**src/rtl/seq_alu_unit.sv**
```systemverilog
// Multi-cycle EX-stage ALU: single-cycle logic/arith/compare ops,
// bit-serial shifts, result returned over a valid/ready handshake.
module seq_alu_unit #(
    parameter int WIDTH   = 32,
    parameter int SHAMT_W = 5
) (
    input  logic             clk,
    input  logic             rst_n,
    input  logic             in_valid,
    output logic             in_ready,
    input  logic [3:0]       Operation,
    input  logic [WIDTH-1:0] SrcA,
    input  logic [WIDTH-1:0] SrcB,
    input  logic             flush,
    output logic             out_valid,
    input  logic             out_ready,
    output logic [WIDTH-1:0] ALUResult,
    output logic             Zero
);

    localparam logic [3:0] OP_AND = 4'b0000;
    localparam logic [3:0] OP_OR  = 4'b0001;
    localparam logic [3:0] OP_XOR = 4'b0010;
    localparam logic [3:0] OP_ADD = 4'b0011;
    localparam logic [3:0] OP_SUB = 4'b0100;
    localparam logic [3:0] OP_SRL = 4'b0101;
    localparam logic [3:0] OP_SRA = 4'b0110;
    localparam logic [3:0] OP_SLL = 4'b0111;
    localparam logic [3:0] OP_EQ  = 4'b1000;
    localparam logic [3:0] OP_NE  = 4'b1001;
    localparam logic [3:0] OP_LT  = 4'b1010;
    localparam logic [3:0] OP_GE  = 4'b1011;
    localparam logic [3:0] OP_LUI = 4'b1100;

    localparam logic [1:0] SH_SRL = 2'b01;
    localparam logic [1:0] SH_SRA = 2'b10;

    typedef enum logic [1:0] {
        IDLE  = 2'd0,
        SHIFT = 2'd1,
        DONE  = 2'd2
    } state_t;

    state_t             state_q, state_d;
    logic [WIDTH-1:0]   res_q, res_d;
    logic [WIDTH-1:0]   acc_q, acc_d;
    logic [SHAMT_W-1:0] cnt_q, cnt_d;
    logic [1:0]         op_q, op_d;

    logic [WIDTH-1:0]   alu_res;
    logic [WIDTH-1:0]   acc_step;
    logic [SHAMT_W-1:0] shamt;
    logic               is_shift;
    logic               cmp_lt;

    assign shamt    = SrcB[SHAMT_W-1:0];
    assign is_shift = (Operation == OP_SRL) ||
                      (Operation == OP_SRA) ||
                      (Operation == OP_SLL);
    assign cmp_lt   = $signed(SrcA) < $signed(SrcB);

    // Single-cycle datapath for everything except shifts.
    always_comb begin
        alu_res = '0;
        unique case (1'b1)
            Operation == OP_AND: alu_res = SrcA & SrcB;
            Operation == OP_OR:  alu_res = SrcA | SrcB;
            Operation == OP_XOR: alu_res = SrcA ^ SrcB;
            Operation == OP_ADD: alu_res = SrcA + SrcB;
            Operation == OP_SUB: alu_res = SrcA - SrcB;
            Operation == OP_EQ:
                alu_res = {{(WIDTH-1){1'b0}}, SrcA == SrcB};
            Operation == OP_NE:
                alu_res = {{(WIDTH-1){1'b0}}, SrcA != SrcB};
            Operation == OP_LT:
                alu_res = {{(WIDTH-1){1'b0}}, cmp_lt};
            Operation == OP_GE:
                alu_res = {{(WIDTH-1){1'b0}}, !cmp_lt};
            Operation == OP_LUI: alu_res = SrcB;
            default:             alu_res = '0;
        endcase
    end

    // One bit of shift per SHIFT cycle on the latched direction.
    always_comb begin
        acc_step = '0;
        unique case (op_q)
            SH_SRL:  acc_step = {1'b0, acc_q[WIDTH-1:1]};
            SH_SRA:  acc_step = {acc_q[WIDTH-1], acc_q[WIDTH-1:1]};
            default: acc_step = {acc_q[WIDTH-2:0], 1'b0};
        endcase
    end

    always_comb begin
        state_d = state_q;
        res_d   = res_q;
        acc_d   = acc_q;
        cnt_d   = cnt_q;
        op_d    = op_q;
        if (flush) begin
            state_d = IDLE;
            res_d   = '0;
            cnt_d   = '0;
        end else begin
            unique case (state_q)
                IDLE: begin
                    if (in_valid) begin
                        if (!is_shift) begin
                            res_d   = alu_res;
                            state_d = DONE;
                        end else if (shamt == '0) begin
                            res_d   = SrcA;
                            state_d = DONE;
                        end else begin
                            acc_d   = SrcA;
                            cnt_d   = shamt;
                            op_d    = Operation[1:0];
                            state_d = SHIFT;
                        end
                    end
                end
                SHIFT: begin
                    acc_d = acc_step;
                    cnt_d = cnt_q - 1'b1;
                    if (cnt_q == SHAMT_W'(1)) begin
                        res_d   = acc_step;
                        state_d = DONE;
                    end
                end
                DONE: begin
                    if (out_ready) begin
                        state_d = IDLE;
                    end
                end
                default: state_d = IDLE;
            endcase
        end
    end

    always_ff @(posedge clk) begin
        if (!rst_n) begin
            state_q <= IDLE;
            res_q   <= '0;
            acc_q   <= '0;
            cnt_q   <= '0;
            op_q    <= '0;
        end else begin
            state_q <= state_d;
            res_q   <= res_d;
            acc_q   <= acc_d;
            cnt_q   <= cnt_d;
            op_q    <= op_d;
        end
    end

    assign in_ready  = (state_q == IDLE) && !flush;
    assign out_valid = (state_q == DONE);
    assign ALUResult = res_q;
    assign Zero      = (res_q == '0);

endmodule

```
**config.mk**
```make
export PLATFORM = sky130hd
export DESIGN_NAME = seq_alu_unit
export DESIGN_NICKNAME = d
export VERILOG_FILES = /design/src/rtl/seq_alu_unit.sv
export SDC_FILE = /design/constraint.sdc
export NUM_CORES = 1
export LEC_CHECK = 0
export ABC_CLOCK_PERIOD_IN_PS = 10100
export CAP_MARGIN = 20
export CELL_PAD_IN_SITES_DETAIL_PLACEMENT = 0
export CELL_PAD_IN_SITES_GLOBAL_PLACEMENT = 1
export CORE_MARGIN = 5
export CORE_UTILIZATION = 38
export DETAILED_ROUTE_END_ITERATION = 8
export HOLD_SLACK_MARGIN = 0.06
export PLACE_DENSITY = 0.8
export SLEW_MARGIN = 20
export SYNTH_ARGS = -nofsm -noshare
export SYNTH_HDL_FRONTEND = slang
export SYNTH_SLANG_ARGS = --single-unit
```
**constraint.sdc**
```tcl
create_clock -name clk -period 10.1 [get_ports clk]
set_clock_uncertainty 0.2 [all_clocks]
set_input_delay 1.515 -clock clk [delete_from_list [all_inputs] [get_ports clk]]
set_output_delay 1.515 -clock clk [all_outputs]
set_load 0.05 [all_outputs]
```
# Yosys cells after proc, flatten, opt, wreduce, memory -nomap -nowiden
# Cells that the tools add are included.
op_classes:
  muxes: 21
  addsub: 3
  n_reduce_logical: 16
  magnitude_cmp: 1
  bitwise: 6
  n_eq_ne: 25
op_table:
  columns: ["operator", "count"]
  rows:
  - ["case mux 32 bit (10 select lines)", 1]
  - ["2-to-1 mux 32 bit", 7]
  - ["case mux 32 bit (2 select lines)", 3]
  - ["adder 32 bit", 1]
  - ["bitwise AND 32 bit", 1]
  - ["equality test 32 bit", 1]
  - ["logical NOT 32 bit", 1]
  - ["less-than comparator 32 bit", 1]
  - ["!= test 32 bit", 1]
  - ["OR 32 bit", 1]
  - ["subtractor 32 bit", 1]
  - ["bitwise XOR 32 bit", 1]
  - ["equality test 4 bit (second input constant)", 5]
  - ["equality test 4 x 3 -> 1 bit (second input constant)", 4]
  - ["2-to-1 mux 5 bit", 3]
  - ["2-to-1 mux 2 bit", 5]
  - ["case mux 5 bit (2 select lines)", 1]
  - ["AND reduction 5 bit", 2]
  - ["equality test 4 x 2 -> 1 bit (second input constant)", 2]
  - ["!= test 2 bit (second input constant)", 4]
  - ["AND reduction 4 bit", 2]
  - ["case mux 2 bit (3 select lines)", 1]
  - ["equality test 5 x 1 -> 1 bit (second input constant)", 1]
  - ["logical NOT 5 bit", 1]
  - ["15 further kinds", 21]
word_totals:
  regBits: 73
  wordCells: 77
  inputBits: 73
  output_inout_bits: 35

# Logic depth before layout (Yosys ltp)
depth:
  word_depth: 6
  ltp_mapped: 13
  ltp_nobuf: 13

# Least setup slack after synthesis
# No wires, ideal clock.
synth_path:
  path_type: "input port to flip-flop"
  startpoint: "in SrcA[0]"
  endpoint: "reg res_q[28], in the netlist ALUResult[28]"
  n_path_buf: 0
  required_ns: 9.770
  path_slack_ns: 5.596
  setup_time_ns: 0.130
  t_arrival_ns: 4.174
  stages: 13
  path_cell_list: "inv_1 > ha_1 > inv_1 > fa_1 > nor2b_1 > o21ai_0 > a31oi_1 > a221oi_1 > o32ai_1 > a21oi_1 > mux2_1 > a2111oi_0 > a21oi_1"
synth_between:
  elab_chain_len: 5
  word_cells_on_any_way: 6
  cone_classes: "add/sub: 2; mux: 4"
synth_lines:
  columns: ["element", "line_no", "text"]
  rows:
  - ["start, declared", "12", "input logic [WIDTH-1:0] SrcA,"]
  - ["subtractor 32 bit or adder 32 bit (tied branches)", "70, 69", null]
  - ["case mux 32 bit (10 select lines) (*)", "65", "unique case (1'b1)"]
  - ["2-to-1 mux 32 bit (*)", "108", "if (!is_shift) begin"]
  - ["2-to-1 mux 32 bit (*)", "107", "if (in_valid) begin"]
  - ["case mux 32 bit (2 select lines) (*)", "105", "unique case (state_q)"]
  - ["end signal, assigned", "149", "res_q <= res_d;"]
  - ["end, declared", "45", "logic [WIDTH-1:0] res_q, res_d;"]
# Every way passes the cells marked *; elsewhere a longest branch is shown, timed or not. The select of a mux whose other input is x is not followed.
# A chain may end at the register's enable or synchronous reset.

# Final worst setup path
layout_path:
  startpoint: "in SrcB[0]"
  endpoint: "reg res_q[28], in the netlist ALUResult[28]"
layout_between:
  elab_chain_len: 5
  word_cells_on_any_way: 9
  cone_classes: "add/sub: 2; eq/ne: 1; mux: 4; reduce/logical: 2"
layout_lines:
  columns: ["element", "line_no", "text"]
  rows:
  - ["start, declared", "13", "input logic [WIDTH-1:0] SrcB,"]
  - ["subtractor 32 bit or adder 32 bit (tied branches)", "70, 69", null]
  - ["case mux 32 bit (10 select lines)", "65", null]
  - ["2-to-1 mux 32 bit", "108", null]
  - ["2-to-1 mux 32 bit", "107", null]
  - ["case mux 32 bit (2 select lines)", "105", null]
# Parallel ways exist; a longest one is shown, timed or not. The select of a mux whose other input is x is not followed.

==> impl_metrics.xml <==
<?xml version="1.0" encoding="UTF-8"?>
<metrics>
  <group name="yosys">
    <metric name="postSynth.topFlopCell" unit="">dfxtp_1</metric>
    <metric name="synth.yosys.seq_area_share" unit="%">15.6</metric>
    <metric name="yosysWarningCount" unit="">0</metric>
    <metric name="synth.avg_cell_area" unit="um^2">6.87</metric>
    <metric name="mappedNetlistArea" unit="um^2">9360</metric>
    <metric name="netlist_instances" unit="">1362</metric>
    <metric name="syn_nets" unit="">1540</metric>
    <metric name="synth.distinct_cells" unit="">82</metric>
    <metric name="synth_enable_flop_cells" unit="">0</metric>
    <metric name="async_reset_ff_share" unit="%">0</metric>
    <metric name="yosys_register_bits" unit="">73</metric>
  </group>
  <group name="cts">
    <metric name="clk_root_buffer_cell" unit="">clkbuf_16</metric>
    <metric name="clockBufferDepth" unit="">2</metric>
    <metric name="cts_hold_repair.buffers" unit="">0</metric>
    <metric name="cts_tree" unit="">yes</metric>
    <metric name="postCtsSetupBuffers" unit="">0</metric>
    <metric name="cts.sinks" unit="">73</metric>
    <metric name="cts.clk_slew.worst_paths" unit="ns">0.06</metric>
    <metric name="worst_skew_pair.late_latency" unit="ns">0.35</metric>
    <metric name="cts.repair.resized" unit="">0</metric>
    <metric name="clock_tree.htree_level_count" unit="">3</metric>
    <metric name="cts-buffers-inserted" unit="">9</metric>
  </group>
  <group name="global_routing">
    <metric name="antenna_found_initial" unit="">0</metric>
    <metric name="number_of_global_route_vias_before_repair" unit="">10100</metric>
    <metric name="grt_pass1_wl" unit="um">59600</metric>
    <metric name="globalRouteTotalUtil" unit="%">26.6</metric>
    <metric name="grt_start_max_net_pins" unit="">85</metric>
    <metric name="grt-ovfl-total" unit="">0</metric>
  </group>
  <group name="detailed_routing">
    <metric name="drcViolationCount" unit="">0</metric>
    <metric name="viasPerCell" unit="">6.25</metric>
    <metric name="routed_wire_length_per_instance" unit="um">22.5</metric>
    <metric name="route.antenna.remaining_nets" unit="">0</metric>
    <metric name="drt_pre_antenna_iters" unit="">7</metric>
    <metric name="initialDrtViolationCount" unit="">986</metric>
    <metric name="via_count" unit="">10800</metric>
    <metric name="routed_wl" unit="um">38800</metric>
  </group>
  <group name="finish">
    <metric name="flow.area_growth_from_synthesis" unit="%">16.3</metric>
    <metric name="finalInstanceArea" unit="um^2">10900</metric>
    <metric name="layoutNonFillerInstCount" unit="">1725</metric>
    <metric name="final_nets" unit="">1574</metric>
    <metric name="drive_gt1_share" unit="%">4.21</metric>
    <metric name="antenna_cells_inserted" unit="">0</metric>
    <metric name="layout.cells.most_common_list" unit="">a21oi_1, nor2_1, clkdlybuf4s50_1, ha_1, inv_1</metric>
    <metric name="final_common_cell" unit="">a21oi_1</metric>
    <metric name="layout.filler_cells" unit="">2501</metric>
  </group>
  <group name="placement">
    <metric name="cell_area_placed" unit="um^2">10600</metric>
    <metric name="number_of_port_buffers" unit="">107</metric>
    <metric name="gp_routability_congestion" unit="">1.01</metric>
    <metric name="cell_count_after_placement" unit="">1709</metric>
    <metric name="dp_hpwl" unit="um">29600</metric>
  </group>
  <group name="power">
    <metric name="sw_frac_of_total" unit="%">39.7</metric>
    <metric name="power-per-cell-area" unit="nW/um^2">102</metric>
    <metric name="combinationalPowerShare" unit="%">41.1</metric>
    <metric name="max-vdd-ir-drop" unit="mV">0.0610</metric>
    <metric name="total_switching_power" unit="uW">443</metric>
    <metric name="seq_power_share" unit="%">27.5</metric>
    <metric name="p_int" unit="uW">673</metric>
    <metric name="leakage" unit="uW">0.00417</metric>
    <metric name="pwr-share-clk" unit="%">31.4</metric>
  </group>
  <group name="job">
    <metric name="max_cap_violations" unit="">0</metric>
  </group>
  <group name="timing">
    <metric name="worst_slew_margin_relative_to_its_limit" unit="%">30.3</metric>
    <metric name="setup_viol" unit="">0</metric>
    <metric name="setup-tns-final" unit="ns">0</metric>
    <metric name="timing_max_transition_violations_final" unit="">0</metric>
    <metric name="grt_setup_unrepaired" unit="">false</metric>
    <metric name="fmaxAchievable" unit="GHz">0.184</metric>
    <metric name="tightestPinTransition" unit="ns">1.05</metric>
    <metric name="finalHoldViolations" unit="">0</metric>
    <metric name="final.min_clock_period" unit="ns">5.43</metric>
    <metric name="layout_worst_path_cycle_share" unit="%">53.8</metric>
  </group>
  <group name="worst_hold_path">
    <metric name="hp-class" unit="">flip-flop to flip-flop</metric>
  </group>
  <group name="outcome">
    <metric name="outcome" unit="">finished clean</metric>
  </group>
  <group name="die">
    <metric name="die_w" unit="um">167</metric>
    <metric name="initial_cell_density_of_the_core" unit="%">38.5</metric>
    <metric name="core-area" unit="um^2">24300</metric>
    <metric name="row_count" unit="">57</metric>
    <metric name="overall_die_area" unit="um^2">27900</metric>
    <metric name="design.portCount" unit="">108</metric>
    <metric name="die_h" unit="um">167</metric>
  </group>
  <group name="setup_path">
    <metric name="worst-endpoint-arrival" unit="ns">5.45</metric>
    <metric name="r2r-start" unit="">state_q[1]</metric>
    <metric name="worst_setup_path_category" unit="">primary input to flip-flop</metric>
    <metric name="critical_path.reg2reg.endpoint" unit="">ALUResult[19]</metric>
    <metric name="worstPathRequired" unit="ns">10.12</metric>
    <metric name="rrSetupSlack" unit="ns">6.70</metric>
    <metric name="worst_r2r_path_depth" unit="">6</metric>
    <metric name="startpoint_type" unit="">primary input</metric>
    <metric name="crit_path_end_kind" unit="">flip-flop</metric>
    <metric name="critPathLaunch" unit="">SrcB[0]</metric>
    <metric name="critical_path.max_fanout" unit="">7</metric>
    <metric name="crit_end" unit="">ALUResult[28]</metric>
  </group>
</metrics>
## cell type report
cell class	count	area, um^2	area share, %
repair buffers	123	1190	10.9
flip-flops and latches	73	1460	13.4
clock inverters	7	95.1	0.873
multi-input cells	1089	7130	65.5
inverters	100	375	3.45
clock buffers	9	225	2.07
well taps	324	405	3.72
## cell usage after synthesis, types with 11 or more instances
| library cell | instances | area [um^2] |
|---|---|---|
| a211oi_1 | 18 | 135 |
| o21ai_0 | 78 | 390 |
| nor2_1 | 150 | 563 |
| o21ai_1 | 19 | 95.1 |
| ha_1 | 103 | 1290 |
| o21a_1 | 11 | 82.6 |
| clkbuf_1 | 82 | 308 |
| a21o_1 | 14 | 105 |
| xnor2_1 | 14 | 123 |
| o211ai_1 | 23 | 173 |
| a21oi_1 | 150 | 751 |
| a311oi_1 | 11 | 96.3 |
| nor4_1 | 15 | 93.8 |
| a221oi_1 | 33 | 289 |
| inv_1 | 93 | 349 |
| dfxtp_1 | 73 | 1460 |
| o31ai_1 | 18 | 135 |
| and2_1 | 29 | 181 |
| nand2_1 | 89 | 334 |
| o21bai_1 | 15 | 113 |
| nor2b_1 | 21 | 131 |
| a31oi_1 | 36 | 225 |
| nand3_1 | 40 | 200 |
| nor3_1 | 32 | 160 |
| a22oi_1 | 33 | 248 |
| nand4_1 | 13 | 81.3 |
## worst max-delay path: stages
cell,delay (ns)
clkdlybuf4s50_1,0.65
ha_1,0.23
inv_1,0.06
fa_1,0.39
nor2b_1,0.17
o21ai_0,0.24
a31oi_1,0.14
a221oi_1,0.77
o32ai_1,0.20
a21oi_1,0.22
mux2_1,0.34
a2111oi_0,0.40
a21oi_1,0.12
## routing by layer
layer  part of all wire (%)  global-route usage [%]  vias up  wire (um)
met2                     45                    42.9      484      17500
met5                      0                       0        -          0
met3                    6.0                    3.32      100       2340
li1                       -                       -     5073          -
met1                     43                    34.9     5118      16700
met4                    5.8                    13.3        0       2260
## stage by stage
step / worst slack (ns) / total power, uW / utilization [%] / hold WS (ns)
after detailed placement: 4.41 / 761 / 43.4 / 0.277
after CTS: 4.76 / 1110 / 44.8 / 0.285
final: 4.67 / 1120 / 44.8 / 0.281
after floorplan: 5.60 / 604 / - / 0.254
after global placement: 4.55 / 762 / 43.4 / 0.275
after global routing: 4.50 / 1170 / 44.8 / 0.326
## how the worst min path moves through the flow
stage / end / start / cells after the start
after global placement: op_q[0] / op_q[0] / 2
after global routing: op_q[0] / op_q[0] / 2
after CTS: op_q[1] / op_q[1] / 2
after detailed placement: op_q[1] / op_q[1] / 2
after floorplan: acc_q[14] / acc_q[14] / 2
final: op_q[1] / op_q[1] / 2
## logic make-up after synthesis
| family | synth area share (%) |
|---|---|
| mux | 1.11 |
| compound gates | 37.3 |
| buf+inv | 8.46 |
| flops | 15.6 |
| fa+ha+maj | 14.2 |
| xor+xnor | 1.40 |
| simple gates | 21.9 |
## state kept, by name (all words and copies together), names as in the netlist
register / count
op_q: 2
acc_q: 32
state_q: 2
cnt_q: 5
ALUResult: 32
## power groups by stage
stage	clock network (uW)	registers [uW]	logic, uW
6_report	350	307	459
4_1_cts	353	307	450
5_1_grt	366	308	493
3_5_place_dp	0	313	447
2_1_floorplan	0	330	274
3_3_place_gp	0	313	448
(Power assumes the default switching activity.)
==> edit, RTL diff (same flow settings) <==
`SHAMT_W`: 5 -> 4.
--- a/src/rtl/seq_alu_unit.sv
+++ b/src/rtl/seq_alu_unit.sv
@@ -2,7 +2,7 @@
 // bit-serial shifts, result returned over a valid/ready handshake.
 module seq_alu_unit #(
     parameter int WIDTH   = 32,
-    parameter int SHAMT_W = 5
+    parameter int SHAMT_W = 4
 ) (
     input  logic             clk,
     input  logic             rst_n,
Formal check against the unedited RTL: not equivalent (a bounded check fails within 4 cycles, from zero or initial values and one cycle with rst_n low).
==> edit against the unedited design <==
Final area fell by 0.64%. Area after synthesis fell by 0.55%. Wire length rose by 1.2%. Sequential cell count fell by 1. Setup slack improved by 0.22 ns. Global-route usage rose by 0.58 points. First-iteration DRC count rose by 6.0%. Power fell by 2.3%. Critical endpoint is now ALUResult[29]. Largest power group unchanged.
==> edit: results (changes against the unedited design) <==
Post-synth top cells=150 x a21oi_1, 115 x nor2_1, 103 x ha_1; met2 Use GR=42.2% (-0.69 points); largest net degree at the start of global routing=61 (-28%); worst min path class=reg -> reg; met3 Resource Use GR=4.34% (+1.0 points); Total GRT Usage=27.2% (+0.58 points); routability cong.=0.958 (-5.2%); maximum vdd drop=0.0000821 V (+34%); pre-CTS setup slack=4.63 ns (+0.221 ns); WL/cell=23.0 microns (+2.3%); most area-consuming cells after synthesis=dfxtp_1 15%, ha_1 14%, a21oi_1 8.1%; slowest cell on the critical path=clkdlybuf4s50_1; post-synthesis sequential area ratio=15.5% (-0.13 points); EDFF count, synth=0 (unchanged); met1 Use GR=38.5% (+3.6 points); Leak=0.00416 uW (-0.42%); Slew @ Worst Pin=0.931 ns (-0.115 ns); CP Max Fanout=5 (-2); Total Nets Final=1554 (-1.3%); Iteration-0 DRC Markers=1045 (+6.0%); Netlist cell types=90 (+9.8%); number of buffers added on ports=107 (unchanged); syn nets=1509 (-2.0%); vias in the first global route=10100 (-0.34%); ratio of cells with drive above 1 in the final layout=5.50% (+1.3 points); DR pass1 iterations=6 (-1); status=finished clean; Critical Path RT=10.13 ns (about the same); first-pass GRT wire length=60300 microns (+1.0%); CP peak stage delay=0.56 ns (-0.21 ns)
-- edit: final timing paths --
| check | startpoint | end | slack, ns | cells past startpoint |
|---|---|---|---|---|
| worst min register to register | acc_q[28] | acc_q[28] | 0.27 | 2 |
| worst max-delay path | SrcB[1] | ALUResult[29] | 4.88 | 12 |
| worst max register to register | state_q[0] | ALUResult[25] | 6.92 | 7 |
| worst min-delay path | acc_q[28] | acc_q[28] | 0.27 | 2 |
-- edit: where the power goes --
part | internal (uW) | switching (uW) | total [uW]
combinational | 161 | 298 | 459
clock | 190 | 137 | 327
sequential | 294 | 10.4 | 304
-- edit: metrics by stage --
stage                     cell area, sq um  util, %  instances  total power, uW  hold slack [ns]
final                                10800     44.6       1705             1090            0.267
after detailed placement             10500     43.4       1689              756            0.260
after floorplan                       9310        -       1331              603            0.244
after global routing                 10800     44.6       1705             1140            0.295
after global placement               10500     43.4       1689              758            0.260
after CTS                            10800     44.6       1705             1080            0.267
-- edit: cells by family after synthesis --
| family | share of synthesized area (%) |
|---|---|
| xor+xnor | 1.41 |
| compound gates | 37.4 |
| simple gates | 20.6 |
| fa+ha+maj | 14.3 |
| buf+inv | 9.10 |
| mux | 1.64 |
| flops | 15.5 |
-- edit: worst register-to-register path: stages, from the launching register on --
cell and delay [ns]:
dfxtp_1 0.52, inv_2 0.11, or4b_1 0.61, a21o_1 0.52, a211oi_1 0.62, o211ai_1 0.22, a21oi_1 0.18, a21oi_1 0.08
-- edit: layout make-up --
class,count,area (sq um)
inverters,103,387
fillers,2537,13400
flip-flops and latches,72,1440
repair buffers,130,1240
multi-input cells,1060,7050
clock buffers,10,229
well taps,324,405
clock inverters,6,60.1
-- edit: routing by layer --
layer	wire (microns)	share of wire (%)
met4	976	2.5
met3	3210	8.2
met5	0	0
met2	17100	44
met1	18000	46
